File: config.mk
export PLATFORM = sky130hd
export DESIGN_NAME = dmem_port_arbiter
export DESIGN_NICKNAME = d
export VERILOG_FILES = /design/src/rtl/dmem_port_arbiter.sv
export SDC_FILE = /design/constraint.sdc
export NUM_CORES = 1
export LEC_CHECK = 0
export ABC_AREA = 1
export CORE_AREA = 2 2 96 98
export DETAILED_ROUTE_END_ITERATION = 12
export DIE_AREA = 0 0 98 100
export HOLD_SLACK_MARGIN = 0.08
export PLACE_DENSITY = 0.67
export RECOVER_POWER = 100
export SYNTH_ARGS = -nofsm -noshare
export SYNTH_HDL_FRONTEND = slang
export SYNTH_SLANG_ARGS = --single-unit
File: constraint.sdc
create_clock -name clk -period 3.41 [get_ports clk]
set_input_delay 0.5115 -clock clk [delete_from_list [all_inputs] [get_ports clk]]
set_output_delay 0.5115 -clock clk [all_outputs]
set_load 0.02 [all_outputs]
File: src/rtl/dmem_port_arbiter.sv
// DTCM port arbiter between the load unit and the store-buffer drain.
// Optional perf counters are built only with DMEM_ARB_PERF_EN defined.
module dmem_port_arbiter #(
    parameter int STARVE_LIMIT = 4,
    parameter int SB_HIGH_WM   = 6,
    parameter int SB_LOW_WM    = 2,
    parameter int BURST_MAX    = 4
) (
    input  logic        clk,
    input  logic        rst,
    input  logic        ld_req_valid,
    input  logic [31:0] ld_req_addr,
    output logic        ld_req_ready,
    input  logic        sb_req_valid,
    input  logic [31:0] sb_req_addr,
    input  logic [31:0] sb_req_data,
    input  logic [3:0]  sb_req_byte_sel,
    input  logic [3:0]  sb_count,
    output logic        sb_req_ready,
    input  logic        recovery_stall,
    input  logic        flush,
    output logic        dmem_en,
    output logic [3:0]  dmem_we,
    output logic [31:0] dmem_addr,
    output logic [31:0] dmem_wdata,
    output logic        ld_data_pending,
    output logic [31:0] perf_ld_block_cnt,
    output logic [31:0] perf_st_grant_cnt
);

    typedef enum logic [0:0] {
        LOAD_PRI    = 1'b0,
        STORE_BURST = 1'b1
    } state_t;

    localparam int SW = $clog2(STARVE_LIMIT + 1);
    localparam int BW = $clog2(BURST_MAX + 1);

    state_t          state;
    state_t          state_nxt;
    logic [SW-1:0]   starve_cnt;
    logic [SW-1:0]   starve_nxt;
    logic [BW-1:0]   burst_cnt;
    logic [BW-1:0]   burst_nxt;

    logic            active;
    logic            ld_gnt;
    logic            st_gnt;
    logic            sb_high;
    logic            sb_low;
    logic            starve_hit;
    logic            burst_done;

    // Grants are only possible out of reset and while the pipe is not frozen
    assign active  = rst & ~recovery_stall;

    // Occupancy thresholds use the count seen before this cycle's grant
    assign sb_high = int'(sb_count) >= SB_HIGH_WM;
    assign sb_low  = int'(sb_count) <= (SB_LOW_WM + 1);

    // Priority grant: loads first in LOAD_PRI, stores first in STORE_BURST
    always_comb begin
        ld_gnt = 1'b0;
        st_gnt = 1'b0;
        if (active) begin
            unique case (state)
                LOAD_PRI: begin
                    ld_gnt = ld_req_valid;
                    st_gnt = sb_req_valid & ~ld_req_valid;
                end
                STORE_BURST: begin
                    st_gnt = sb_req_valid;
                    ld_gnt = ld_req_valid & ~sb_req_valid;
                end
                default: begin
                    ld_gnt = 1'b0;
                    st_gnt = 1'b0;
                end
            endcase
        end
    end

    assign ld_req_ready = ld_gnt;
    assign sb_req_ready = st_gnt;

    // Starvation counter: counts stores losing to loads, saturates at limit
    always_comb begin
        starve_nxt = starve_cnt;
        if (st_gnt) begin
            starve_nxt = '0;
        end else if (state == LOAD_PRI && sb_req_valid
                     && int'(starve_cnt) < STARVE_LIMIT) begin
            starve_nxt = starve_cnt + SW'(1);
        end
    end

    // Burst counter: held at zero in LOAD_PRI so every burst starts clean
    always_comb begin
        burst_nxt = burst_cnt;
        if (state == LOAD_PRI) begin
            burst_nxt = '0;
        end else if (st_gnt && int'(burst_cnt) < BURST_MAX) begin
            burst_nxt = burst_cnt + BW'(1);
        end
    end

    assign starve_hit = int'(starve_nxt) >= STARVE_LIMIT;
    assign burst_done = int'(burst_nxt) >= BURST_MAX;

    // Next-state logic for the load/store priority FSM
    always_comb begin
        state_nxt = state;
        unique case (state)
            LOAD_PRI: begin
                if (sb_high || starve_hit) begin
                    state_nxt = STORE_BURST;
                end
            end
            STORE_BURST: begin
                if (!sb_req_valid) begin
                    state_nxt = LOAD_PRI;
                end else if (st_gnt && (burst_done || sb_low)) begin
                    state_nxt = LOAD_PRI;
                end
            end
            default: begin
                state_nxt = LOAD_PRI;
            end
        endcase
    end

    // State and arbitration counters; frozen while recovery_stall is high
    always_ff @(posedge clk or negedge rst) begin
        if (!rst) begin
            state      <= LOAD_PRI;
            starve_cnt <= '0;
            burst_cnt  <= '0;
        end else if (!recovery_stall) begin
            state      <= state_nxt;
            starve_cnt <= starve_nxt;
            burst_cnt  <= burst_nxt;
        end
    end

    // Read response flag; flush wins over both a new grant and a stall hold
    always_ff @(posedge clk or negedge rst) begin
        if (!rst) begin
            ld_data_pending <= 1'b0;
        end else if (flush) begin
            ld_data_pending <= 1'b0;
        end else if (!recovery_stall) begin
            ld_data_pending <= ld_gnt;
        end
    end

    // DTCM port mux driven straight from the current grant
    always_comb begin
        dmem_en    = 1'b0;
        dmem_we    = 4'h0;
        dmem_addr  = 32'h0;
        dmem_wdata = 32'h0;
        unique case (1'b1)
            ld_gnt: begin
                dmem_en   = 1'b1;
                dmem_addr = ld_req_addr;
            end
            st_gnt: begin
                dmem_en    = 1'b1;
                dmem_we    = sb_req_byte_sel;
                dmem_addr  = sb_req_addr;
                dmem_wdata = sb_req_data;
            end
            default: begin
                dmem_en = 1'b0;
            end
        endcase
    end

`ifdef DMEM_ARB_PERF_EN
    logic [31:0] ld_block_q;
    logic [31:0] st_grant_q;

    // Free-running perf counters; no grants occur during a stall so they hold
    always_ff @(posedge clk or negedge rst) begin
        if (!rst) begin
            ld_block_q <= 32'h0;
            st_grant_q <= 32'h0;
        end else begin
            if (st_gnt && ld_req_valid) begin
                ld_block_q <= ld_block_q + 32'd1;
            end
            if (st_gnt) begin
                st_grant_q <= st_grant_q + 32'd1;
            end
        end
    end

    assign perf_ld_block_cnt = ld_block_q;
    assign perf_st_grant_cnt = st_grant_q;
`else
    assign perf_ld_block_cnt = 32'h0;
    assign perf_st_grant_cnt = 32'h0;
`endif

endmodule

==> results summary, run 1 <==
Routability-driven placement finished with a final weighted congestion of 0.797. The number of buffers created by CTS is 3. The standard-cell row count came out at 35. Of all cell types, the one taking the most synthesized area is sky130_fd_sc_hd__buf_4. The cell area after placement came out at 3250 um2. The count of pins on the block boundary is 246. After the first detailed-routing iteration, the DRC count stood at 40. The total global-route track usage came out at 10.2%. The total count of hold-check failures in the final report is 0. Setup repair after global routing left no endpoint under its margin. After synthesis, the cell types taking the most area are sky130_fd_sc_hd__buf_4 31%, sky130_fd_sc_hd__a22o_1 18%, sky130_fd_sc_hd__dfrtp_1 13%, sky130_fd_sc_hd__inv_1 10%, sky130_fd_sc_hd__nor2_1 9.4%. The post-CTS setup buffer count came out at 0. The count of nets left with antenna violations once routing finished came out at 0.

Along the worst path, the maximum fanout reaches 34. The fill cell total of the finished layout is 921. The setup-violating endpoint count in the final report is 0. The final net count is 527. Counting instances in the post-synthesis netlist gives the leading cell types as 67 x sky130_fd_sc_hd__buf_4, 43 x sky130_fd_sc_hd__inv_1, 40 x sky130_fd_sc_hd__nor2_1.

The critical setup path kind is in -> out. The largest net degree at the start of global routing is 43. The most used flip-flop cell after synthesis is sky130_fd_sc_hd__dfrtp_1. For the worst setup path, the data required time is 2900 ps. The via count of the first global-routing pass came to 1,717. The worst hold path belongs to the class reg -> reg.

The clock passes through at most 2 buffers. The first global-routing pass estimated 8430 um of wire. The synthesized instance count came out at 238. During synthesis, Yosys emitted a total of 0 warnings. The max-cap violation count came out at 0. The worst clock skew on the final layout is 4.10 ps.

Dividing the detail-routed wire length by the instance count gives 10.8 um. The initial utilization of the core area, before any placement, comes to 18.0%. The average cell area after synthesis is 6.72 um2.

The count of inserted antenna diode cells is 0. The number of register bits inferred by synthesis came out at 8. The number of different library cells in the post-synthesis netlist came out at 23.

The routed layout has 1,919 vias. STA classifies the critical path startpoint as an input pin. The number of sinks handled by clock tree synthesis is 8. The category of the worst setup path capture point is an output pin. The number of detailed-routing iterations run before antenna repair came out at 4. The post-CTS resize count came out at 0. In this run the static leakage power is 1.75 nW. The post-layout utilization of the core is 36.8%.

The final setup TNS came out at 0 ps. Of the cells placed in the final design, the portion with a size suffix greater than 1 is 2.91%. The post-CTS clock slew at the launch and capture registers of the worst setup and hold paths came out at 40 ps. The post-synthesis to final-layout area growth is 104%.

Once layout is done, the placed cells without fillers occupy 3270 um2. After detailed routing, the number of remaining DRC violations is 0. The area share of the largest cell type after synthesis came out at 31.5%. The average via count per standard cell is 3.66.

For this run, the top clock speed supported by timing is 322 MHz. The run finished with clean final reports. The cell area that synthesis handed to floorplanning was 1600 um2. The final critical path time including I/O delays and setup came out at 3110 ps. The initial antenna violation count was 0. The worst voltage drop across the vdd grid is 0.175 mV.

During placement, the flow inserted port buffers numbering 180. The design draws 639 uW. The share of the clock period used by the worst path after layout came out at 91.1%.

The core box area came out at 8890 um2. The dominant cell by count in the synthesized netlist is sky130_fd_sc_hd__buf_4. TritonCTS built the clock tree. For this design, the CTS-stage hold fixing added 0 buffers.

The tree is rooted in a sky130_fd_sc_hd__clkbuf_8. The maximum level of the CTS H-tree came out at 1. The proportion of register bits with asynchronous set or reset after synthesis came out at 100%. For the worst setup path, the data arrival time is 2600 ps. The latest clock arrival within the worst-skew pair came out at 230 ps. The remaining global-route overflow is 0. The x dimension of the die is 98 um.

The final wirelength came out at 5680 um. The number of flops mapped to enable cells by yosys is 0. The die footprint is 9800 um2. The height of the chip came out at 100 um. The HPWL after detailed placement is 4810 um.

The power per standard cell area came out at 196 nW/um2. The register area share after synthesis is 12.5%. The number of max-slew violations in the final report is 0.
path summary, 6_finish.rpt:
path	start	end	slack, ps	cells past startpoint
setup / recovery	rst	dmem_addr[30]	300	7
hold / removal	starve_cnt[0]$_DFFE_PN0N_	starve_cnt[0]$_DFFE_PN0N_	480	1
setup reg to reg	state$_DFFE_PN0N_	state$_DFFE_PN0N_	1810	8
hold reg to reg	starve_cnt[0]$_DFFE_PN0N_	starve_cnt[0]$_DFFE_PN0N_	480	1
max in group asynchronous	rst	burst_cnt[1]$_DFFE_PN0N_	2300	2
min in group asynchronous	rst	state$_DFFE_PN0N_	790	2
layer usage:
layer	GRT usage, %	part of all wire, %	up-vias
li1	-	-	965
met1	11.6	36	850
met2	20.2	56	104
met3	1.60	7.7	0
met4	1.50	0	0
met5	0	0	-
power by group:
part           internal [mW]  total, mW  switching (mW)
Combinational          0.197      0.397           0.200
Sequential             0.115      0.128          0.0138
Clock                 0.0765      0.114          0.0371
sequential cells by signal, summed over array words and instances, names as in the netlist:
signal,cells
starve_cnt,3
burst_cnt,3
ld_data_pending,1
state,1
layout make-up:
type                    instances  area (um2)  share of cell area, %
multi-input cells             172         872                   26.7
inverters                      46         175                   5.36
clock buffers                   3        41.3                   1.26
repair buffers                184        1840                   56.3
flip-flops and latches          8         200                   6.13
well taps                     111         139                   4.25
cell usage in the layout, fill, tap and decap left out:
cell type	synthesis	layout
sky130_fd_sc_hd__nor2_1	40	41
sky130_fd_sc_hd__nand2_2	1	1
sky130_fd_sc_hd__buf_4	67	2
sky130_fd_sc_hd__clkbuf_8	0	3
sky130_fd_sc_hd__nand3_1	0	2
sky130_fd_sc_hd__inv_2	2	2
sky130_fd_sc_hd__clkdlybuf4s50_1	0	115
sky130_fd_sc_hd__inv_4	1	1
sky130_fd_sc_hd__nor2_8	1	1
sky130_fd_sc_hd__nor3_1	3	3
sky130_fd_sc_hd__ha_1	2	2
sky130_fd_sc_hd__or2_2	1	1
sky130_fd_sc_hd__o21ai_0	4	4
sky130_fd_sc_hd__buf_12	0	1
sky130_fd_sc_hd__clkbuf_1	0	1
sky130_fd_sc_hd__inv_1	43	43
sky130_fd_sc_hd__nand2_1	12	12
sky130_fd_sc_hd__a21oi_1	7	7
sky130_fd_sc_hd__xnor2_1	1	1
sky130_fd_sc_hd__nand4_1	1	1
sky130_fd_sc_hd__conb_1	1	64
sky130_fd_sc_hd__dlygate4sd3_1	0	65
sky130_fd_sc_hd__dfrtp_1	8	8
sky130_fd_sc_hd__a22o_1	32	32
logic make-up (layout without fill, tap and decap cells):
| group | count (synthesis) | in the layout | share of synthesized area, % |
|---|---|---|---|
| buffers and inverters | 121 | 233 | 46.5 |
| XOR/XNOR | 1 | 1 | 0.548 |
| adder cells (fa/ha/maj) | 2 | 2 | 1.56 |
| AND/OR/NAND/NOR | 62 | 62 | 17.7 |
| other | 1 | 64 | 0.235 |
| AO/OA/AOI/OAI | 43 | 43 | 21.0 |
| flip-flops | 8 | 8 | 12.5 |
stage by stage:
| step | worst slack (ps) | hold slack, ps | std cells |
|---|---|---|---|
| detailed placement | 457 | 472 | 521 |
| CTS | 449 | 476 | 524 |
| floorplan | 1520 | 216 | 301 |
| global placement | 481 | 453 | 521 |
| global route | 170 | 497 | 524 |
| finish | 302 | 475 | 524 |
worst max-delay path: stages:
cell and delay, ps:
sky130_fd_sc_hd__dlygate4sd3_1 560, sky130_fd_sc_hd__inv_1 100, sky130_fd_sc_hd__nor2_8 100, sky130_fd_sc_hd__nand3_1 130
sky130_fd_sc_hd__inv_4 310, sky130_fd_sc_hd__a22o_1 180, sky130_fd_sc_hd__dlygate4sd3_1 690
Note: power is estimated with default switching activity, not from simulation.
==> run 2: changes to the inputs <==
--- a/config.mk
+++ b/config.mk
@@ -6,11 +6,11 @@
 export NUM_CORES = 1
 export LEC_CHECK = 0
 export ABC_AREA = 1
-export CORE_AREA = 2 2 96 98
+export CORE_AREA = 2 2 95 97
 export DETAILED_ROUTE_END_ITERATION = 12
-export DIE_AREA = 0 0 98 100
+export DIE_AREA = 0 0 97 99
+export DONT_BUFFER_PORTS = 1
 export HOLD_SLACK_MARGIN = 0.08
-export PLACE_DENSITY = 0.67
 export RECOVER_POWER = 100
 export SYNTH_ARGS = -nofsm -noshare
 export SYNTH_HDL_FRONTEND = slang
==> run 2 against run 1 <==
Fmax grew 17%. Non-clock buffer count shrank 183. Count of clock-buffer cells in the layout did not move. Clock skew decreased by 3.6 ps. Clock power about the same. Die area is 2.0% lower. Cell count down 35%. Sequential share of layout area is 7.7 points higher. Highest routed layer is now met4.
==> results summary, run 2 (synthesis gave the netlist of run 1 again) <==
The standard-cell row count came out at 34. VDD sags by at most 0.222 mV. The leakage power is 0.871 nW.

The largest registers in the layout are burst_cnt x3, starve_cnt x3. Post-CTS timing repair inserted 0 buffers for setup. The worst slew margin relative to its limit came out at 30.9%. The count of inserted antenna diode cells came out at 0. The average wire length per cell after detail routing came out at 12.8 um.

Clock tree synthesis found a total of 8 sinks. The HPWL after detailed placement came out at 3700 um. The hold buffer count at CTS came out at 1. The count of buffer and inverter cells on the critical path came out at 1. The path category of the worst min-delay check is in -> reg. The last weighted congestion value of the routability-driven placer is 0.748. The x dimension of the die came out at 97 um. The number of max-slew violations in the final report is 0. Across all layers, the routed design uses 1,290 vias. Based on the critical path, the design can be clocked at up to 377 MHz. The total global-route track usage is 6.98%. The height of the chip is 99 um.

Using the TritonRoute via totals, the vias-per-cell ratio works out to 3.82. The setup-violating endpoint count in the final report is 0. The tree is rooted in a sky130_fd_sc_hd__clkbuf_8. The post-synthesis to final-layout area growth came out at -9.70%. Pin placement for this block handled 246 I/O pins. TritonCTS built the clock tree. The initial cell density of the core came out at 18.7%. The flow ran to the end, and the final reports show no timing, DRC or antenna violations. After detailed routing, the total wire length is 4310 um. The via count of the first global-routing pass came to 1,006. Setup repair after global routing left no endpoint under its margin. The most frequent standard cell in the layout excluding fill and tap cells is sky130_fd_sc_hd__conb_1. The post-CTS resize count is 0.

The critical path goes through nand2_1, nand3_1, inv_1, a22o_1. In the layout the commonest cells are 64 x sky130_fd_sc_hd__conb_1, 45 x sky130_fd_sc_hd__inv_1, 41 x sky130_fd_sc_hd__nor2_1, 32 x sky130_fd_sc_hd__a22o_1, 13 x sky130_fd_sc_hd__nand2_1. The post-layout utilization of the core is 16.9%. The worst setup path is captured at an output pin. Before antenna repair, the detailed router went through 4 iterations. The transition time at the pin with the least slew margin is 1040 ps.

Global routing finished with a remaining overflow of 0. The critical path in this run is classified as reg -> out. The worst setup path is launched from a flip-flop. The data arrival time at the worst-slack endpoint is 2140 ps. The total of buffers placed on input and output ports came out at 0. At the later pin of the worst-skew pair, clock insertion delay measures 230 ps. Of the available clock period, the critical path in the final layout requires 77.7%. The clock arrives with 0.499 ps of skew. Max-cap violations in this run came to 0. The final net count is 344. The number of DRC violations after detailed routing is 0. The fraction of final layout cells sized beyond drive strength 1 is 3.04%. Broken down by cell family, the worst path's largest delay share belongs to buffers and inverters. The maximum buffer depth of the clock tree came out at 2. Among all stages on the critical path, the largest delay is contributed by sky130_fd_sc_hd__inv_1. The required time of the critical path is 2900 ps. In this run the power density over the cells is 324 nW/um2.

After layout, the minimum clock period comes to 2650 ps. The count of routing violations after the opening detailed-route iteration came out at 19. Hold timing on the final database bottoms out at a slack of 337 ps. The initial antenna violation count is 0. The die covers 9600 um2. The largest net degree at the start of global routing is 44.

The first-pass GRT wire length came out at 5390 um. For this run, the slowest stage of the critical path takes 790 ps. The number of buffers created by CTS came out at 3. The total count of hold-check failures in the final report came out at 0. The core region is 8550 um2. The maximum level of the CTS H-tree is 1. Clock-pin slew was measured on the worst setup and hold paths at 40 ps.

The final setup TNS is 0 ps. Once detail routing completed, the nets flagged for antenna violations numbered 0. Of all nets on the critical path, the largest fanout is 33.
==> run 2: cell count changes in the layout (fill, tap and decap cells not counted), moves of 2 or more <==
cell / before / now
sky130_fd_sc_hd__clkdlybuf4s50_1: 115 / 0
sky130_fd_sc_hd__dlygate4sd3_1: 65 / 1
sky130_fd_sc_hd__buf_4: 2 / 0
sky130_fd_sc_hd__inv_1: 43 / 45
sky130_fd_sc_hd__inv_2: 2 / 0
==> run 2: report_power, final <==
part           total, mW  internal [mW]  switching (mW)
clock              0.116         0.0767          0.0398
combinational      0.222         0.0474           0.174
sequential         0.129          0.115          0.0149
total              0.467          0.239           0.229
==> run 2: metrics by stage <==
stage                     cell area [um2]  cells  total power, mW  worst slack, ps
after global routing                 1440    338            0.497              620
final                                1440    338            0.467              759
after CTS                            1450    338            0.472              877
after floorplan                      1840    301            0.389             1520
after global placement               1400    334            0.342             1030
after detailed placement             1400    334            0.350              981
==> run 2: final cells by class <==
class	instances	area [um2]
clock buffer	3	41.3
sequential	8	200
multi-input combinational	172	882
tap	108	135
timing repair buffer	1	10.0
inverter	46	175
fill	995	7110
==> run 2: worst paths after layout <==
path / start / endpoint / slack (ps) / cells past startpoint
setup / recovery: state$_DFFE_PN0N_ / dmem_addr[3] / 760 / 4
hold / removal: flush / ld_data_pending$_DFFE_PN0P_ / 340 / 1
setup reg to reg: state$_DFFE_PN0N_ / state$_DFFE_PN0N_ / 1600 / 7
hold reg to reg: starve_cnt[0]$_DFFE_PN0N_ / starve_cnt[0]$_DFFE_PN0N_ / 480 / 1
max in group asynchronous: rst / starve_cnt[2]$_DFFE_PN0N_ / 2490 / 1
min in group asynchronous: rst / burst_cnt[0]$_DFFE_PN0N_ / 640 / 1
==> run 2: metal layers <==
metal	up-vias	routed length (um)	GRT usage, %
li1	598	-	-
met1	590	1740	9.43
met2	97	2220	11.8
met3	5	323	0.780
met4	0	34	1.95
met5	-	0	0
